### config.mk
export PLATFORM = sky130hd
export DESIGN_NAME = layer2_ctrl
export DESIGN_NICKNAME = d
export VERILOG_FILES = /design/src/rtl/layer2_ctrl.sv
export SDC_FILE = /design/constraint.sdc
export NUM_CORES = 1
export LEC_CHECK = 0
export ABC_AREA = 1
export CAP_MARGIN = 20
export CELL_PAD_IN_SITES_DETAIL_PLACEMENT = 1
export CELL_PAD_IN_SITES_GLOBAL_PLACEMENT = 1
export CORE_UTILIZATION = 40
export CTS_CLUSTER_DIAMETER = 30
export DETAILED_ROUTE_END_ITERATION = 10
export DONT_BUFFER_PORTS = 1
export PLACE_DENSITY = 0.67
export SLEW_MARGIN = 20
export SYNTH_ARGS = -nofsm -noshare
export SYNTH_HDL_FRONTEND = slang
export SYNTH_SLANG_ARGS = --single-unit
### constraint.sdc
create_clock -name clk -period 3.3 [get_ports clk]
set_clock_uncertainty 0.15 [all_clocks]
set_input_delay 0.495 -clock clk [delete_from_list [all_inputs] [get_ports clk]]
set_output_delay 0.495 -clock clk [all_outputs]
set_load 0.01 [all_outputs]
### src/rtl/layer2_ctrl.sv
// Layer-2 conv sequencer: weight/feature read addressing, map enables and pooled-result counting.
// Define LAYER2_CTRL_TIMEOUT_EN to compile in the WAIT_DONE watchdog that drives err.
module layer2_ctrl #(
  parameter int unsigned NUM_MAPS    = 6,
  parameter int unsigned KERNEL_TAPS = 25,
  parameter int unsigned MAP_PIXELS  = 144,
  parameter int unsigned NUM_RESULTS = 16,
  parameter int unsigned TIMEOUT     = 4096
) (
  input  logic                clk,
  input  logic                reset,
  input  logic                start,
  input  logic                finish,
  input  logic                save,
  output logic [7:0]          w_addr,
  output logic [NUM_MAPS-1:0] w_en,
  output logic [7:0]          f_addr,
  output logic                m_en,
  output logic                out_we,
  output logic [3:0]          out_addr,
  output logic                busy,
  output logic                done,
  output logic                err
);

  localparam int unsigned CntW = $clog2(NUM_RESULTS + 1);
  localparam int unsigned TapW = $clog2(KERNEL_TAPS);
  localparam logic [7:0]      WLast   = 8'(NUM_MAPS * KERNEL_TAPS - 1);
  localparam logic [7:0]      FLast   = 8'(MAP_PIXELS - 1);
  localparam logic [TapW-1:0] TapLast = TapW'(KERNEL_TAPS - 1);
  localparam logic [CntW-1:0] CntMax  = CntW'(NUM_RESULTS);

  typedef enum logic [1:0] {StIdle, StLoadW, StStream, StWaitDone} state_e;

  state_e              r_state;
  state_e              w_next_state;
  logic [7:0]          r_w_addr;
  logic [TapW-1:0]     r_tap;
  logic [NUM_MAPS-1:0] r_sel;
  logic [NUM_MAPS-1:0] r_w_en;
  logic [7:0]          r_f_addr;
  logic                r_m_en;
  logic [CntW-1:0]     r_count;
  logic                r_fin_seen;
  logic                r_done;

  logic            w_start;
  logic            w_save_ok;
  logic [CntW-1:0] w_count_next;
  logic            w_exit;
  logic            w_wd_expire;

  assign w_start      = (r_state == StIdle) && start;
  assign w_save_ok    = save && (r_state != StIdle) && (r_count < CntMax);
  assign w_count_next = r_count + CntW'(w_save_ok);
  // Current-cycle finish/save count toward the exit so done lands one cycle later.
  assign w_exit       = (r_fin_seen || (finish && (r_state != StIdle))) &&
                        (w_count_next == CntMax);

  always_comb begin
    w_next_state = r_state;
    unique case (r_state)
      StIdle:     if (start) w_next_state = StLoadW;
      StLoadW:    if (r_w_addr == WLast) w_next_state = StStream;
      StStream:   if (r_f_addr == FLast) w_next_state = StWaitDone;
      StWaitDone: if (r_done) w_next_state = StIdle;
      default:    w_next_state = StIdle;
    endcase
  end

  always_ff @(posedge clk) begin
    if (reset) begin
      r_state    <= StIdle;
      r_w_addr   <= '0;
      r_tap      <= '0;
      r_sel      <= '0;
      r_w_en     <= '0;
      r_f_addr   <= '0;
      r_m_en     <= 1'b0;
      r_count    <= '0;
      r_fin_seen <= 1'b0;
      r_done     <= 1'b0;
    end else begin
      r_state <= w_next_state;
      // ROM data trails its address by one cycle, so the enables are the delayed map select.
      r_w_en  <= (r_state == StLoadW) ? r_sel : '0;
      r_m_en  <= (r_state == StStream);

      if (w_start) begin
        r_w_addr <= '0;
        r_tap    <= '0;
        r_sel    <= NUM_MAPS'(1);
      end else if (r_state == StLoadW) begin
        r_w_addr <= (r_w_addr == WLast) ? 8'd0 : r_w_addr + 8'd1;
        if (r_tap == TapLast) begin
          r_tap <= '0;
          r_sel <= {r_sel[NUM_MAPS-2:0], 1'b0};
        end else begin
          r_tap <= r_tap + TapW'(1);
        end
      end

      if (r_state == StStream) begin
        r_f_addr <= (r_f_addr == FLast) ? 8'd0 : r_f_addr + 8'd1;
      end

      if (w_start) begin
        r_count <= '0;
      end else if (w_save_ok) begin
        r_count <= w_count_next;
      end

      if (w_start) begin
        r_fin_seen <= 1'b0;
      end else if (finish && (r_state != StIdle)) begin
        r_fin_seen <= 1'b1;
      end

      r_done <= (r_state == StWaitDone) && !r_done && (w_exit || w_wd_expire);
    end
  end

`ifdef LAYER2_CTRL_TIMEOUT_EN
  localparam int unsigned WdW = $clog2(TIMEOUT + 1);

  logic [WdW-1:0] r_wd;
  logic           r_err;

  assign w_wd_expire = (r_state == StWaitDone) && !r_done && (r_wd == WdW'(TIMEOUT - 1));

  always_ff @(posedge clk) begin
    if (reset) begin
      r_wd  <= '0;
      r_err <= 1'b0;
    end else begin
      if ((r_state == StWaitDone) && !r_done) begin
        r_wd <= r_wd + WdW'(1);
      end else begin
        r_wd <= '0;
      end
      if (w_start) begin
        r_err <= 1'b0;
      end else if (w_wd_expire && !w_exit) begin
        r_err <= 1'b1;
      end
    end
  end

  assign err = r_err;
`else
  // TIMEOUT only matters when the watchdog is built in.
  logic w_unused_timeout;
  assign w_unused_timeout = (TIMEOUT == 0);
  assign w_wd_expire      = 1'b0;
  assign err              = 1'b0;
`endif

  assign w_addr   = r_w_addr;
  assign w_en     = r_w_en;
  assign f_addr   = r_f_addr;
  assign m_en     = r_m_en;
  assign out_we   = w_save_ok;
  assign out_addr = 4'(r_count);
  assign busy     = (r_state != StIdle);
  assign done     = r_done;

endmodule

==> results.yml <==
critical_path:
  worst_path_largest_cell_delay_ns: 0.36
  startpoint_type: "register"
  worst-r2r-setup-slack_ns: 0.86
  cp-end-kind: "register"
  critPathMaxFanout: 8
  cp_data_arrival_time_ns: 2.52
  cell_by_cell_listing_of_the_critical_path: "inv_1 > ha_1 > inv_1 > nand2_1 > nor2_2 > ha_1 > ha_1 > nor4_1 > nand4_1 > nor2_1"
  timing.critical_path.mode_cell: "ha_1"
  cp_slowest_cell: "dfxtp_1"
  cp.required_ns: 3.38
  critPathKind: "register to register"
synth:
  postSynthCellCount: 253
  asyncSetResetFlopFracSynth: 0
  postSynth.topFlopCell: "dfxtp_1"
  avgSynthCellArea_um2: 7.74
  synth_commonest_cells: "dfxtp_1, nor2_1, nand2_1, inv_1, a21oi_1"
  syn_nets: 269
  count_leader_synth: "dfxtp_1"
  netlist.area_leader.share: 0.439
  yosysWarningCount: 0
  netlist.top_cell.by_area: "dfxtp_1"
  synth-seq-cells: 43
  yosys-top-cells-area: "dfxtp_1, nor2_1, nand2_1"
  synth-edff-count: 0
  yosysSeqAreaShare: 0.439
  ys_types: 29
  post_synth_instance_area_mm2: 0.00196
floorplan:
  die_width_um: 72.0
  design.portCount: 36
  core_area_mm2: 0.00472
  number_of_cell_rows: 25
  dieArea_mm2: 0.00518
  initial_utilization: 0.415
  height_of_the_die_um: 72.0
clock_network:
  cts_hold_buf: 0
  post_cts_resize_count: 0
  cts_htree_levels: 2
  clk_path_buf_depth: 2
  post_cts_buffers: 0
  root_buffer: "clkbuf_8"
  cts_inserted_buffers: 5
  clock_transition_at_the_registers_of_the_reported_paths_ns: 0.08
  worst_skew_pair.late_latency_ns: 0.29
  tritoncts: "yes"
  clock_sink_count: 43
placed_design:
  cells_after_dpl: 312
  port_buffers: 0
  dp.final_hpwl_mm: 2.96
  place_congestion: 0.800
  detailedPlace.worstSlack_ns: 0.862
drt:
  avgRoutedWirePerCell_um: 12.2
  initialDrtViolationCount: 33
  detail_route_antenna_nets: 0
  firstDrtPassIters: 4
  detail_route.drc_violations: 0
  detailroute.via_count: 1516
  route.detailed.vias_per_inst: 4.75
  routed_wirelength_mm: 3.90
global_route:
  globalRouteOverflowTotal: 0
  antenna_found_initial: 0
  global_route_wire_length_before_repair_mm: 6.91
  grt_pass1_vias: 1531
  grt_max_degree: 14
  groute.usage.overall: 0.171
sta:
  measured_slew_at_the_worst_slew_check_pin_ns: 0.551
  max_slew_margin: 0.633
  fin_crit_share: 0.740
  setup_repair_after_global_routing_missed_its_margin: "false"
  finalWorstPathRequiredPeriod_ns: 2.44
  report.final.setup_viol: 0
  final_max_slew_viol_count: 0
  whs_ns: 0.116
  maxClockFrequency_mhz: 410
  timing_hold_violations_final: 0
  layout_setup_ws_ns: 0.859
  setup_tns_ns: 0
status:
  outcome: "finished clean"
pwr:
  p_sw_frac: 0.345
  power.static_leakage_nw: 0.790
  vdd.ir_drop.worst_mv: 0.190
  power.share.combinational: 0.240
  netSwitchingPower_mw: 0.437
  internal_power_mw: 0.830
  seq_power_share: 0.498
  power.clock.fraction: 0.262
  powerDensity_mw_per_mm2: 610
cells_and_area:
  drive_above_1_share: 0.0913
  area_growth_pct: 5.94
  nets: 268
  final.fill_count: 599
  layout.cells.non_filler: 319
  antenna_cells: 0
run:
  cap_violations: 0
worst_hold_path:
  hp-class: "input port to register"
-- registers in the layout (all words and copies together), names as in the netlist --
signal	flops
w_addr	8
r_tap	5
r_count	5
r_sel	6
done	1
f_addr	8
w_en	6
r_state	2
r_fin_seen	1
m_en	1
-- area by class of cell --
cell class	instances	area [um2]	share of cell area
Multi-Input combinational cell	166	908	0.438
Tap cell	67	83.8	0.0404
Sequential cell	43	861	0.415
Inverter	36	135	0.0651
Clock buffer	6	82.6	0.0398
Clock inverter	1	5.00	0.00241
-- cell usage in the layout, fill, tap and decap left out, drive strengths merged, types with 2 or more instances in the layout --
cell,n
nand3,13
inv,36
nor2,46
xnor2,4
nand2,41
nor3b,2
xor2,6
nor3,2
nand4,4
o21ai,15
dfxtp,43
clkbuf,6
a21oi,16
ha,11
-- power groups by stage --
stage	combinational (mW)	sequential, mW	clock, mW
floorplan	0.272	0.624	0
detailed placement	0.309	0.645	0
finish	0.304	0.631	0.332
CTS	0.311	0.632	0.346
global placement	0.307	0.643	0
global route	0.360	0.640	0.365
-- worst max-delay path: cells and delay by family, from the launching register on --
family	cells	cell delay, ns
buf+inv	2	0.24
flops	1	0.36
simple gates	5	0.92
fa+ha+maj	3	0.72
-- stage by stage --
stage | util | area [um2] | power, mW
3_5_place_dp | 0.421 | 1990 | 0.954
3_3_place_gp | 0.421 | 1990 | 0.950
2_1_floorplan | - | 1960 | 0.897
4_1_cts | 0.439 | 2080 | 1.29
5_1_grt | 0.439 | 2080 | 1.37
6_report | 0.439 | 2080 | 1.27
-- cell families after synthesis --
family	count (synthesis)	share of synthesized area
simple gates	109	0.250
buf+inv	44	0.0971
flops	43	0.439
compound gates	35	0.0964
fa+ha+maj	11	0.0702
xor+xnor	10	0.0447
other cells	1	0.00191
-- per-layer routing --
metal / GRT usage / up-vias / share of wire / wire length [um]
met5: 0 / - / 0 / 0
met4: 0.0719 / 0 / 0.017 / 66
met3: 0.0597 / 6 / 0.044 / 171
met2: 0.281 / 24 / 0.47 / 1850
met1: 0.204 / 697 / 0.46 / 1810
li1: - / 789 / - / -
-- path summary, 6_finish.rpt --
path / from / to / cells past startpoint
setup / recovery: r_state[0] / done / 10
hold / removal: reset / f_addr[2] / 1
setup reg to reg: r_state[0] / done / 10
hold reg to reg: r_sel[5] / w_en[5] / 2
Note: power is estimated with default switching activity, not from simulation.
